<file path="config.mk">
export PLATFORM = sky130hd
export DESIGN_NAME = uart_tx_arbiter
export DESIGN_NICKNAME = d
export VERILOG_FILES = /design/src/rtl/uart_tx_arbiter.sv
export SDC_FILE = /design/constraint.sdc
export NUM_CORES = 1
export LEC_CHECK = 0
export CAP_MARGIN = 25
export CORE_MARGIN = 5
export CORE_UTILIZATION = 35
export CTS_CLUSTER_DIAMETER = 200
export DETAILED_ROUTE_END_ITERATION = 8
export DONT_BUFFER_PORTS = 1
export SETUP_SLACK_MARGIN = 0.02
export SLEW_MARGIN = 25
export SYNTH_ARGS = -nofsm -noshare
export SYNTH_HDL_FRONTEND = slang
export SYNTH_SLANG_ARGS = --single-unit
</file>
<file path="constraint.sdc">
create_clock -name clk -period 2.65 [get_ports clk]
set_clock_uncertainty 0.15 [all_clocks]
set_input_delay 0.53 -clock clk [delete_from_list [all_inputs] [get_ports clk]]
set_output_delay 0.53 -clock clk [all_outputs]
set_load 0.05 [all_outputs]
</file>
<file path="src/rtl/uart_tx_arbiter.sv">
// Round-robin, packet-granular arbiter sharing one uart_tx among NUM_REQ requesters.
// Issues a byte only when the peer is clear to send (cts low) and uart_tx is idle.
// Drops a stalled packet lock after HOLD_TIMEOUT idle cycles.
module uart_tx_arbiter #(
    parameter int unsigned NUM_REQ      = 4,
    parameter int unsigned HOLD_TIMEOUT = 1200,
    parameter int unsigned TO_W         = 16
) (
    input  logic                   clk,
    input  logic                   reset,
    input  logic [NUM_REQ-1:0]     req,
    input  logic [8*NUM_REQ-1:0]   req_data,
    input  logic [NUM_REQ-1:0]     req_last,
    output logic [NUM_REQ-1:0]     ack,
    output logic [NUM_REQ-1:0]     grant,
    output logic                   abort,
    input  logic                   cts,
    input  logic                   tx_busy,
    output logic                   tx_start,
    output logic [7:0]             tx_data
);

    localparam int unsigned IDX_W = (NUM_REQ > 1) ? $clog2(NUM_REQ) : 1;

    typedef enum logic [1:0] {
        IDLE      = 2'd0,
        WAIT_BUSY = 2'd1,
        WAIT_DONE = 2'd2,
        HOLD      = 2'd3
    } state_e;

    state_e               state_q, state_d;
    logic [NUM_REQ-1:0]   ack_q, ack_d;
    logic [NUM_REQ-1:0]   grant_q, grant_d;
    logic                 abort_q, abort_d;
    logic                 tx_start_q, tx_start_d;
    logic [7:0]           tx_data_q, tx_data_d;
    logic                 lock_q, lock_d;
    logic [TO_W-1:0]      cnt_q, cnt_d;
    logic [IDX_W-1:0]     last_owner_q, last_owner_d;
    logic [IDX_W-1:0]     owner_q, owner_d;

    logic [IDX_W-1:0]     rr_sel;
    logic [IDX_W-1:0]     issue_idx;
    logic [7:0]           issue_byte;
    logic                 issue_last;
    logic                 do_issue;
    int unsigned          rr_j;

    // Round-robin search starting just after the last owner, wrapping around
    always_comb begin
        rr_sel = last_owner_q;
        rr_j   = 0;
        for (int unsigned i = NUM_REQ; i >= 1; i--) begin
            rr_j = (32'(last_owner_q) + i) % NUM_REQ;
            if (req[IDX_W'(rr_j)]) begin
                rr_sel = IDX_W'(rr_j);
            end
        end
    end

    // Candidate for issue: owner while holding a packet, otherwise the round-robin pick
    always_comb begin
        issue_idx  = (state_q == HOLD) ? owner_q : rr_sel;
        issue_byte = 8'h00;
        issue_last = 1'b0;
        for (int unsigned i = 0; i < NUM_REQ; i++) begin
            if (IDX_W'(i) == issue_idx) begin
                issue_byte = req_data[8*i +: 8];
                issue_last = req_last[i];
            end
        end
        do_issue = ((state_q == IDLE) || (state_q == HOLD)) &&
                   !cts && !tx_busy && req[issue_idx];
    end

    // Next-state and registered-output logic
    always_comb begin
        state_d      = state_q;
        ack_d        = '0;
        grant_d      = grant_q;
        abort_d      = 1'b0;
        tx_start_d   = 1'b0;
        tx_data_d    = tx_data_q;
        lock_d       = lock_q;
        cnt_d        = cnt_q;
        last_owner_d = last_owner_q;
        owner_d      = owner_q;

        case (state_q)
            IDLE: begin
                grant_d = '0;
            end
            WAIT_BUSY: begin
                if (tx_busy) begin
                    state_d = WAIT_DONE;
                end
            end
            WAIT_DONE: begin
                if (!tx_busy) begin
                    if (lock_q) begin
                        state_d = HOLD;
                        cnt_d   = '0;
                    end else begin
                        last_owner_d = owner_q;
                        grant_d      = '0;
                        state_d      = IDLE;
                    end
                end
            end
            HOLD: begin
                if (!do_issue && !cts && !req[owner_q]) begin
                    cnt_d = cnt_q + TO_W'(1);
                    if (cnt_d == TO_W'(HOLD_TIMEOUT)) begin
                        abort_d      = 1'b1;
                        lock_d       = 1'b0;
                        last_owner_d = owner_q;
                        grant_d      = '0;
                        cnt_d        = '0;
                        state_d      = IDLE;
                    end
                end
            end
            default: begin
                state_d = IDLE;
            end
        endcase

        if (do_issue) begin
            tx_start_d = 1'b1;
            ack_d      = NUM_REQ'(1) << issue_idx;
            grant_d    = NUM_REQ'(1) << issue_idx;
            tx_data_d  = issue_byte;
            owner_d    = issue_idx;
            lock_d     = !issue_last;
            cnt_d      = '0;
            state_d    = WAIT_BUSY;
        end
    end

    // State and output registers
    always_ff @(posedge clk or posedge reset) begin
        if (reset) begin
            state_q      <= IDLE;
            ack_q        <= '0;
            grant_q      <= '0;
            abort_q      <= 1'b0;
            tx_start_q   <= 1'b0;
            tx_data_q    <= 8'h00;
            lock_q       <= 1'b0;
            cnt_q        <= '0;
            last_owner_q <= IDX_W'(NUM_REQ - 1);
            owner_q      <= '0;
        end else begin
            state_q      <= state_d;
            ack_q        <= ack_d;
            grant_q      <= grant_d;
            abort_q      <= abort_d;
            tx_start_q   <= tx_start_d;
            tx_data_q    <= tx_data_d;
            lock_q       <= lock_d;
            cnt_q        <= cnt_d;
            last_owner_q <= last_owner_d;
            owner_q      <= owner_d;
        end
    end

    assign ack      = ack_q;
    assign grant    = grant_q;
    assign abort    = abort_q;
    assign tx_start = tx_start_q;
    assign tx_data  = tx_data_q;

endmodule

</file>
### After elaboration in Yosys (flattened, before gate mapping)

Cells that the tools add are included.

| word-level totals | value |
|---|---|
| bits in registers | 41 |
| input port bits | 44 |
| output and inout port bits | 18 |
| word-level logic and storage cells | 122 |

| cells by class | value |
|---|---|
| add/subtract/negate cells | 5 |
| magnitude comparators | 6 |
| equality and inequality tests | 17 |
| shift-type cells | 1 |
| mux-type cells | 58 |
| reduce and logical (&&, ||, !) cells | 25 |

Operators by type and width:

| kind | number |
|---|---|
| $mux 16 | 5 |
| $mux 8 | 4 |
| $pmux 16 s2 | 1 |
| $mux 2 | 15 |
| $mux 4 | 6 |
| $lt 2x3->1 const B | 6 |
| $mux 1 | 18 |
| $add 16x1->16 const B | 1 |
| $eq 16x11->1 const B | 1 |
| $reduce_and 5->1 | 3 |
| $bmux 1 s2 | 6 |
| $ne 3x3->1 const B | 4 |
| $pmux 4 s3 | 1 |
| $reduce_bool 2->1 | 4 |
| $reduce_bool 4->1 | 2 |
| $ne 3x2->1 const B | 2 |
| $pmux 2 s3 | 1 |
| $logic_and 1x1->1 | 5 |
| $logic_not 1->1 | 5 |
| $add 2x1->2 const B | 2 |
| $add 2x2->2 const B | 2 |
| $eq 2x2->1 const A | 2 |
| $eq 2x2->1 const B | 2 |
| $logic_not 2->1 | 2 |
| other kinds (10) | 12 |

### Depth between registers and ports, before layout

Gate-level depths: netlist (run 1).

| logic depth | value |
|---|---|
| word-level depth | 17 |
| mapped depth | 12 |
| mapped depth without buffers | 9 |

### Worst setup path before layout (run 1)

OpenSTA, ideal clock, no wires.

| path | value |
|---|---|
| kind | register to register |
| start point | register cnt_q[0] |
| end point | register grant_q[0] (netlist: grant[0]) |
| library setup time | 0.121 ns |
| arrival time | 2.459 ns |
| data required time | 2.379 ns |
| path slack | -0.080 ns |
| cell stages (with the launch flop) | 10 |
| buffers on the path | 1 |
| clock period less this slack | 2.730 ns |
| cells stage by stage | dfrtp_1 > ha_1 > and4_1 > buf_4 > and4_4 > nand4_1 > a211oi_4 > a2111oi_4 > or3b_4 > a22o_1 |

| on the way | value |
|---|---|
| word-level cells in the longest chain between the ends | 4 |

Ends and longest elaborated chain:

| item | line | text |
|---|---|---|
| start: declaration | 39 | `logic [TO_W-1:0] cnt_q, cnt_d;` |
| start signal: assignment | 162 | `cnt_q <= cnt_d;` |
| $add 16x1->16 | 113 | `cnt_d = cnt_q + TO_W'(1);` |
| $eq 16x11->1 | 114 | `if (cnt_d == TO_W'(HOLD_TIMEOUT)) begin` |
| $ne 3x2->1 (no line) | n/a |  |
| $reduce_and 5->1 (no line) | n/a |  |
| end signal: assignment | 157 | `grant_q <= grant_d;` |
| end: declaration | 34 | `logic [NUM_REQ-1:0] grant_q, grant_d;` |

Every way passes these cells.
A chain may end at the register's enable or synchronous reset.

### Worst setup path in the final report (run 1)

| path | value |
|---|---|
| start point | register last_owner_q[0] |
| end point | register cnt_q[13] |

| on the way | value |
|---|---|
| word-level cells in the longest chain between the ends | 16 |
| elaborated cells between the ends (all ways) | 29 |
| those cells by class | add/sub (4); eq/ne (3); mux (16); reduce/logical (6) |

Ends and longest elaborated chain:

| item | line | text |
|---|---|---|
| start: declaration | 40 | `logic [IDX_W-1:0] last_owner_q, last_owner_d;` |
| start signal: assignment | 152 | `last_owner_q <= IDX_W'(NUM_REQ - 1);` |
| start signal: assignment | 163 | `last_owner_q <= last_owner_d;` |
| $add 2x1->2 | 55 | `rr_j = (32'(last_owner_q) + i) % NUM_REQ;` |
| $bmux 1 s2 | 56 | `if (req[IDX_W'(rr_j)]) begin` |
| $mux 1 (not written as such) | 56 |  |
| $mux 2 (3 in series) | 56 |  |
| $mux 2 * | 56 |  |
| $mux 2 * | 64 | `issue_idx = (state_q == HOLD) ? owner_q : rr_sel;` |
| $bmux 1 s2 * | 74 | `!cts && !tx_busy && req[issue_idx];` |
| $mux 1 (not written as such) * | 74 |  |
| $logic_and 1x1->1 * | 74 |  |
| $logic_not 1->1 | 112 | `if (!do_issue && !cts && !req[owner_q]) begin` |
| $logic_and 1x1->1 (2 in series) | 112 |  |
| $ne 3x2->1 (no line) | n/a |  |
| $reduce_and 4->1 (no line) | n/a |  |

Every way passes the cells marked *; elsewhere a longest branch is shown, timed or not. The select of a mux whose other input is x is not followed.

==> run summary, run 1 <==
status -> finished, violations left
failing checks -> negative setup slack
number of global-route vias before repair -> 2644
Design Power -> 0.00419 W
Iteration-0 DRC Markers -> 127
Fmax achieved -> 0.360 GHz
share of layout cells above drive strength 1 -> 0.332
Synth Flop Type -> dfrtp_1
Starting Density -> 0.364
initial antenna violation count -> 0
slew margin rel. -> 0.658
Worst EP required -> 2.68 ns
Cells after Synth -> 309
Core ar. -> 7810 um^2
Power Density -> 1130 nW/um^2
CTS Buf Count -> 5
Die Y -> 100 um
num ports -> 62
VDD IR max -> 0.753 mV
ranking of synthesized cells by area -> dfrtp_1 34%, mux2i_1 7.4%, mux2_2 4.8%
Slowest-stage cell, CP -> dfstp_2
Synth top cells by count -> 39 x dfrtp_1, 25 x nand2_1, 25 x nor2_1
CTS tree -> yes
sequential element share of the synthesized area -> 0.362
Nets -> 417
DPL Wire Length -> 6020 um
most frequent cell after synthesis -> dfrtp_1
crit path capture type -> register
Buf/Inv on CP -> 2
maxcap violations -> 0
Antenna Nets Post-Route -> 0
Synth area leader -> dfrtp_1
Core Rows -> 32
total die area -> 10000 um^2
Worst-path clk slew -> 0.09 ns
syn_nets -> 357
WL/cell -> 16.8 um
GP Congestion -> 0.922
WP data arrival -> 2.81 ns
Synth Cell Area -> 2840 um^2
worst hold slack -> 0.0898 ns
crit path launch type -> register
DR vias/cell -> 5.64
Syn-to-layout area delta -> 30.9%
critical-path cell list -> buf_6, and2b_2, nor4_4, a311oi_4, a2111o_1, a32o_2, buf_6, o31ai_4, o41ai_2
Post-synth ARST share -> 1.00
Root Driver -> clkbuf_8
Routed WL -> 7940 um
# port buffers -> 0
Ys Warns -> 0
clk sink count -> 41
critical path class -> register to register
Finished Core Util -> 0.477
Remaining Overflow, GRT -> 0
first-pass GRT wire length -> 13000 um
routed via count -> 2664
flop and latch count out of synthesis -> 41
H-tree depth -> 2
Hold Fails Final Rpt -> 0
worst-path fanout max -> 6
pins over their slew limit -> 0
final worst setup slack -> -0.130 ns
share of the synthesized area in the top cell type -> 0.343
Tcrit/Tclk final -> 1.05
RSZ-0062 raised after global routing -> yes
clk_lat worst skew -> 0.30 ns
GR Util All Layers -> 0.158
Netlist cell types -> 59
Antenna diodes -> 0
crit-path max cell delay -> 0.55 ns
CP dominant cell by count -> buf_6
largest net degree at the start of global routing -> 42
Hold Path Class -> input pin to asynchronous set/reset pin
synthesized area per cell -> 9.20 um^2
post-place instance area -> 3380 um^2
P_leak -> 1.62 nW
Top Family by Delay on Critical Path -> compound AO/OA/AOI/OAI gates
Tmin final -> 2.78 ns
# DRC -> 0
EDFF count, synth -> 0
Worst Tran Pin Value -> 0.513 ns
Longest Clk Path Bufs -> 2
cell area after layout -> 3720 um^2
setup violators final -> 20
Detailed Routing Iterations Pass 1 -> 4
Die Wd -> 100 um
[worst paths after layout]
path                                                  start                     endpoint  slack, ns  cells past startpoint
worst max-delay path            last_owner_q[0]$_DFFE_PP1P_        cnt_q[13]$_DFFE_PP0P_      -0.13                      9
min in group clk                                     req[3]             ack[3]$_DFF_PP0_       0.25                      2
worst min-delay path                                  reset             ack[1]$_DFF_PP0_       0.09                      2
max in group asynchronous                             reset  last_owner_q[0]$_DFFE_PP1P_       1.89                      2
worst max register to register  last_owner_q[0]$_DFFE_PP1P_        cnt_q[13]$_DFFE_PP0P_      -0.13                      9
worst min register to register        cnt_q[15]$_DFFE_PP0P_        cnt_q[15]$_DFFE_PP0P_       0.39                      1
[layout by cell type (no fill, tap or decap), types with 4 or more instances in the layout]
cell / Yosys / layout
buf_4: 3 / 64
dfrtp_1: 39 / 39
nand2_1: 25 / 25
nor2_1: 25 / 23
mux2i_1: 21 / 21
a31oi_1: 18 / 18
o21ai_0: 18 / 15
nand3_1: 14 / 13
mux2_2: 12 / 12
inv_1: 11 / 11
a21oi_1: 7 / 7
nand4_1: 6 / 6
nor3_1: 6 / 6
and3_1: 6 / 6
clkbuf_8: 0 / 5
and2_1: 5 / 4
or3_1: 4 / 4
nor4_1: 5 / 4
o31ai_1: 5 / 4
a22o_1: 4 / 4
buf_6: 0 / 4
[where the power goes]
part | switching (W) | internal [W] | leakage, nW
registers | 0.000378 | 0.000783 | 0.543
clock network | 0.000239 | 0.000379 | 0.0687
logic | 0.00120 | 0.00121 | 1.01
total | 0.00182 | 0.00238 | 1.62
[per-stage QoR]
| stage | setup WS [ns] | cells | setup TNS, ns |
|---|---|---|---|
| detailed placement | -0.129 | 454 | -1.44 |
| global placement | -0.0648 | 454 | -0.713 |
| floorplan | -0.0605 | 309 | -0.192 |
| CTS | -0.0262 | 466 | -0.0945 |
| global route | -0.234 | 472 | -3.12 |
| finish | -0.130 | 472 | -1.07 |
[what timing repair did]
| action | CTS | global route |
|---|---|---|
| pin swaps | 19 | 8 |
| resized for setup | 17 | 12 |
| setup buffers | 5 | 6 |
| endpoints found under the setup margin | 23 | 26 |
| hold buffers | 0 | 0 |
[per-layer routing]
metal,GRT usage,vias to the layer above,wire length [um]
met3,0.0410,4,449
met5,0,-,0
met2,0.284,73,4000
met1,0.190,1296,3450
met4,0.0301,0,45
li1,-,1291,-
[state kept, by name, summed over array words and instances (netlist names)]
name	count
cnt_q	16
state_q	2
tx_data	8
owner_q	2
ack	4
tx_start	1
last_owner_q	2
lock_q	1
grant	4
abort	1
[cells by family after synthesis]
group           Yosys count  share of synthesized area
simple gates            119                      0.228
flops                    41                      0.362
xor+xnor                  1                    0.00308
compound gates           82                      0.222
buf+inv                  29                     0.0458
fa+ha+maj                 4                     0.0176
mux                      33                      0.121
[layout make-up]
type                       instances  area (um^2)
fill                             734         4090
multi-input combinational        239         1800
sequential                        41         1030
timing repair buffer              71          586
tap                              102          128
clock buffer                       5         68.8
clock inverter                     3         68.8
inverter                          11         41.3
[worst register-to-register path, stage by stage, from the launching register on]
cell and delay (ns):
dfstp_2 0.55, buf_6 0.09, and2b_2 0.23, nor4_4 0.27, a311oi_4 0.12, a2111o_1 0.44
a32o_2 0.36, buf_6 0.15, o31ai_4 0.21, o41ai_2 0.10
Power figures use the tool's default switching activity.
==> run 2, diff against run 1 <==
CTS_CLUSTER_DIAMETER = 150   (was 200)
PLACE_DENSITY = 0.54   (was not set)
==> run 2 against run 1 <==
Net effect:
- the flow still finishes with violations (negative setup slack)
- via count is 1.2% higher
- sequential cell count did not move
- worst hold slack worse by 0.00083 ns
- register-to-register slack better by 0.08 ns
- design area up 2.2%
- total power down 1.5%
- fmax rose by 3.1%
- sequential power about the same
- worst setup slack improved by 0.083 ns
- utilization rose by 1.0 points
- largest power group unchanged
==> run summary, run 2 (synthesis gave the netlist of run 1 again) <==
Hold Path Class -> input pin to asynchronous set/reset pin
internal cell power -> 0.00227 W
P_sw -> 0.00186 W
Fmax achieved -> 0.371 GHz
pins over their slew limit -> 0
Starting Density -> 0.364
worst-path fanout max -> 4
Routed WL -> 8160 um
clk_lat worst skew -> 0.30 ns
hold_buf cts -> 0
Tmin final -> 2.70 ns
Core Rows -> 32
Design Power -> 0.00413 W
status -> finished, violations left
critical path class -> register to register
Syn-to-layout area delta -> 33.7%
DR vias/cell -> 5.63
commonest non-fill, non-tap cell in the layout -> buf_4
Iteration-0 DRC Markers -> 86
GP Congestion -> 0.881
Core ar. -> 7810 um^2
CTS Buf Count -> 5
Hold Fails Final Rpt -> 0
worst hold slack -> 0.0890 ns
Longest Clk Path Bufs -> 2
failing checks -> negative setup slack
# DRC -> 0
H-tree depth -> 2
max reg flops -> 16
routed via count -> 2696
Die Wd -> 100 um
number of global-route vias before repair -> 2775
Antenna diodes -> 0
Setup Total Neg Slack -> -0.146 ns
Die Y -> 100 um
Worst-path clk slew -> 0.09 ns
largest net degree at the start of global routing -> 42
# port buffers -> 0
P_leak -> 1.65 nW
WL/cell -> 17.0 um
final worst setup slack -> -0.0470 ns
Worst EP required -> 2.69 ns
crit path launch type -> register
r2r setup slk -> -0.05 ns
Antenna Nets Post-Route -> 0
Root Driver -> clkbuf_8
Nets -> 424
most frequent cells in the layout -> 69 x buf_4, 39 x dfrtp_1, 25 x nand2_1
Worst Tran Pin Value -> 0.588 ns
sequential share of power -> 0.282
DPL Wire Length -> 6120 um
critical-path cell list -> ha_2, and4_4, nand4_1, o32a_1, a211oi_4, a2111oi_4, or3b_4, a22o_1
Comb power frac -> 0.590
share of layout cells above drive strength 1 -> 0.366
GR Util All Layers -> 0.163
Detailed Routing Iterations Pass 1 -> 4
VDD IR max -> 0.624 mV
Slowest-stage cell, CP -> or3b_4
setup violators final -> 5
maxcap violations -> 0
WP data arrival -> 2.74 ns
first-pass GRT wire length -> 13400 um
num ports -> 62
clk sink count -> 41
Power Density -> 1090 nW/um^2
Tcrit/Tclk final -> 1.02
Remaining Overflow, GRT -> 0
crit-path max cell delay -> 0.43 ns
switch share -> 0.451
RSZ-0062 raised after global routing -> yes
CTS tree -> yes
slew margin rel. -> 0.607
Top reg by flops -> cnt_q
initial antenna violation count -> 0
total die area -> 10000 um^2
Clock Power Share -> 0.128
crit path capture type -> register
-- run 2: cell count changes in the layout (fill, tap and decap cells not counted), sizes merged --
| cell | before | now |
|---|---|---|
| buf | 71 | 78 |
| inv | 12 | 10 |
| clkinvlp | 0 | 2 |
| clkinv | 0 | 1 |
| bufinv | 2 | 1 |
-- run 2: path summary, 6_finish.rpt --
path                                  startpoint                     endpoint  cells past startpoint
setup / recovery            cnt_q[0]$_DFFE_PP0P_         grant[1]$_DFFE_PP0P_                      8
max in group asynchronous                  reset  last_owner_q[1]$_DFFE_PP1P_                      2
setup reg to reg            cnt_q[0]$_DFFE_PP0P_         grant[1]$_DFFE_PP0P_                      8
hold reg to reg            cnt_q[15]$_DFFE_PP0P_        cnt_q[15]$_DFFE_PP0P_                      1
min in group clk                          req[3]             ack[3]$_DFF_PP0_                      2
hold / removal                             reset         cnt_q[3]$_DFFE_PP0P_                      2
-- run 2: worst max-delay path: cells and delay by family (launching register included) --
kind	cells	cell delay, ns
compound gates	4	1.07
fa+ha+maj	1	0.20
flops	1	0.36
simple gates	3	0.79
-- run 2: layout make-up --
class                   count  area (um^2)
repair buffers             78          637
multi-input cells         239         1850
inverters                  11         45.0
fillers                   752         4000
clock inverters             3         46.3
well taps                 102          128
flip-flops and latches     41         1030
clock buffers               5         68.8
-- run 2: power by group through the flow --
stage	clock network (W)	registers [W]	logic [W]
3_3_place_gp	0	0.00117	0.00216
2_1_floorplan	0	0.00113	0.00139
5_1_grt	0.000568	0.00119	0.00263
4_1_cts	0.000543	0.00117	0.00229
3_5_place_dp	0	0.00117	0.00220
6_report	0.000530	0.00116	0.00244
-- run 2: repair_timing --
item                                    in CTS  in global routing
setup buffers                                5                  5
endpoints found under the hold margin        0                  0
endpoints found under the setup margin      24                 25
pin swaps                                   15                 20
gates resized for setup                     18                 24
-- run 2: through the flow --
step | utilization | cells | cell area (um^2) | setup WS (ns)
2_1_floorplan | - | 309 | 2860 | -0.0605
3_3_place_gp | 0.439 | 461 | 3430 | -0.0316
3_5_place_dp | 0.439 | 461 | 3430 | -0.0951
4_1_cts | 0.469 | 474 | 3660 | -0.0605
5_1_grt | 0.487 | 479 | 3800 | -0.123
6_report | 0.487 | 479 | 3800 | -0.0470
-- run 2: layer usage --
metal  wire [um]  global-route usage
met5           0                   0
met3         441              0.0375
met1        3470               0.197
met4          45              0.0425
met2        4200               0.292
==> run 3, diff against run 2 <==
clock period = 2.4 ns   (was 2.65 ns; I/O delays follow)
==> run 3 against run 2 <==
Net effect:
- utilization up 5.7 points
- combinational power grew 27%
- global-route usage increased by 1.3 points
- critical path type unchanged
- the run still ends with negative setup slack left
- first-iteration DRC count grew 40%
- worst hold slack improved by 0.080 ns
- cell count is 6.5% higher
- routed wire length up 9.9%
- clock-buffer cell count stayed put
- total power grew 20%
- via count increased by 4.7%
- die area unchanged
==> run summary, run 3 (synthesis gave the netlist of run 1 again) <==
Worst Tran Pin Value -> 0.517 ns
clk_lat worst skew -> 0.30 ns
number of global-route vias before repair -> 2931
Core ar. -> 7810 um^2
H-tree depth -> 2
# DRC -> 0
hold depth -> 2
final worst setup slack -> -0.244 ns
Design Power -> 0.00494 W
Reg-to-Reg Start -> last_owner_q[0]$_DFFE_PP1P_
pins over their slew limit -> 0
setup violators final -> 34
GR Util All Layers -> 0.176
Antenna diodes -> 0
RSZ-0062 raised after global routing -> yes
Finished Core Util -> 0.544
multi-input logic area -> 1990 um^2
Core Rows -> 32
first-pass GRT wire length -> 14300 um
largest net degree at the start of global routing -> 20
status -> finished, violations left
most frequent cells in the layout -> 81 x buf_4, 37 x dfrtp_1, 24 x buf_6
critical-path cell list -> and2b_2, buf_6, or3_4, a21boi_4, nor4b_2, o311a_1, a2111oi_4, o21ai_1
Tmin final -> 2.64 ns
share of layout cells above drive strength 1 -> 0.478
total die area -> 10000 um^2
register area -> 1030 um^2
Worst Setup SP -> last_owner_q[0]$_DFFE_PP1P_
crit path launch type -> register
hold wc startpoint -> req[3]
Antenna Nets Post-Route -> 0
Slowest-stage cell, CP -> dfstp_2
Remaining Overflow, GRT -> 0
CTS tree -> yes
CTS Buf Count -> 5
clk sink count -> 41
routed via count -> 2824
Worst-path clk slew -> 0.10 ns
P_leak -> 1.84 nW
commonest non-fill, non-tap cell in the layout -> buf_4
slew margin rel. -> 0.655
Root Driver -> clkbuf_8
Critical Path Stages -> 8
Hold Path Class -> input pin to register
critical path class -> register to register
Starting Density -> 0.364
Die Wd -> 100 um
num ports -> 62
Fmax achieved -> 0.378 GHz
Hold Fails Final Rpt -> 0
crit-path max cell delay -> 0.56 ns
Die Y -> 100 um
Tcrit/Tclk final -> 1.10
Iteration-0 DRC Markers -> 120
FILL cells -> 688
Syn-to-layout area delta -> 49.4%
VDD IR max -> 0.787 mV
Buf/Inv on CP -> 1
Top Family by Delay on Critical Path -> compound AO/OA/AOI/OAI gates
Worst EP required -> 2.44 ns
failing checks -> negative setup slack
crit path capture type -> register
# port buffers -> 0
Detailed Routing Iterations Pass 1 -> 5
maxcap violations -> 0
Longest Clk Path Bufs -> 2
worst-path fanout max -> 5
initial antenna violation count -> 0
Routed WL -> 8970 um
Top reg by flops -> cnt_q
Worst Reg-to-Reg Cells -> 8
DPL Wire Length -> 6570 um
max reg flops -> 16
GP Congestion -> 0.894
Power Density -> 1160 nW/um^2
WP data arrival -> 2.68 ns
DR vias/cell -> 5.54
Nets -> 455
WL/cell -> 17.6 um
-- run 3: cell count changes in the layout (fill, tap and decap cells not counted), moves of 3 or more --
cell,change
buf_6,+17
buf_4,+12
nand2_1,-9
nand2_2,+9
o21ai_0,-6
nor2_1,-4
o21ai_1,+4
nor4_2,+3
-- run 3: worst register-to-register path: stages, from the launching register on --
cell	delay (ns)
dfstp_2	0.56
and2b_2	0.25
buf_6	0.13
or3_4	0.37
a21boi_4	0.19
nor4b_2	0.07
o311a_1	0.37
a2111oi_4	0.33
o21ai_1	0.11
-- run 3: timing repair --
action | in CTS | in global routing
hold buffers | 1 | 0
gates resized for setup | 55 | 30
gates cloned | 1 | 0
pin swaps | 38 | 24
setup endpoints to repair | 37 | 36
endpoints found under the hold margin | 17 | 0
buffers inserted | 23 | 6
-- run 3: per-layer routing --
metal	vias up	track usage	wire (um)	share of wire
li1	1368	-	-	-
met1	1349	0.223	3800	0.42
met2	95	0.300	4510	0.50
met3	12	0.0389	551	0.061
met4	0	0.0560	111	0.012
met5	-	0	0	0
-- run 3: layout make-up --
cell class / instances / share of cell area
multi-input combinational: 239 / 0.469
sequential: 41 / 0.243
timing repair buffer: 109 / 0.224
tap: 102 / 0.0300
clock buffer: 5 / 0.0162
inverter: 11 / 0.0112
clock inverter: 3 / 0.00677
-- run 3: metrics by stage --
stage	setup WS [ns]	cell area (um^2)	cells	TNS, ns	hold slack, ns
after floorplan	-0.310	2910	309	-4.27	0.323
after global placement	-0.404	3540	474	-9.15	0.237
after detailed placement	-0.418	3540	474	-10.02	0.246
after CTS	-0.291	4100	506	-5.96	0.149
after global routing	-0.355	4250	510	-9.69	0.158
final	-0.244	4250	510	-5.23	0.169
-- run 3: power breakdown --
part           internal (W)  total (W)  leakage [nW]  switching [W]
registers          0.000866    0.00132         0.540       0.000454
logic               0.00163    0.00310          1.25        0.00148
clock network      0.000220   0.000517        0.0511       0.000297
total               0.00271    0.00494          1.84        0.00223
-- run 3: final timing paths --
| kind | slack [ns] | endpoint |
|---|---|---|
| max in group asynchronous | 0.96 | last_owner_q[1]$_DFFE_PP1P_ |
| min in group asynchronous | 0.48 | cnt_q[7]$_DFFE_PP0P_ |
| max | -0.24 | cnt_q[7]$_DFFE_PP0P_ |
| min | 0.17 | ack[3]$_DFF_PP0_ |
| min reg2reg | 0.38 | cnt_q[15]$_DFFE_PP0P_ |
| max reg2reg | -0.24 | cnt_q[7]$_DFFE_PP0P_ |
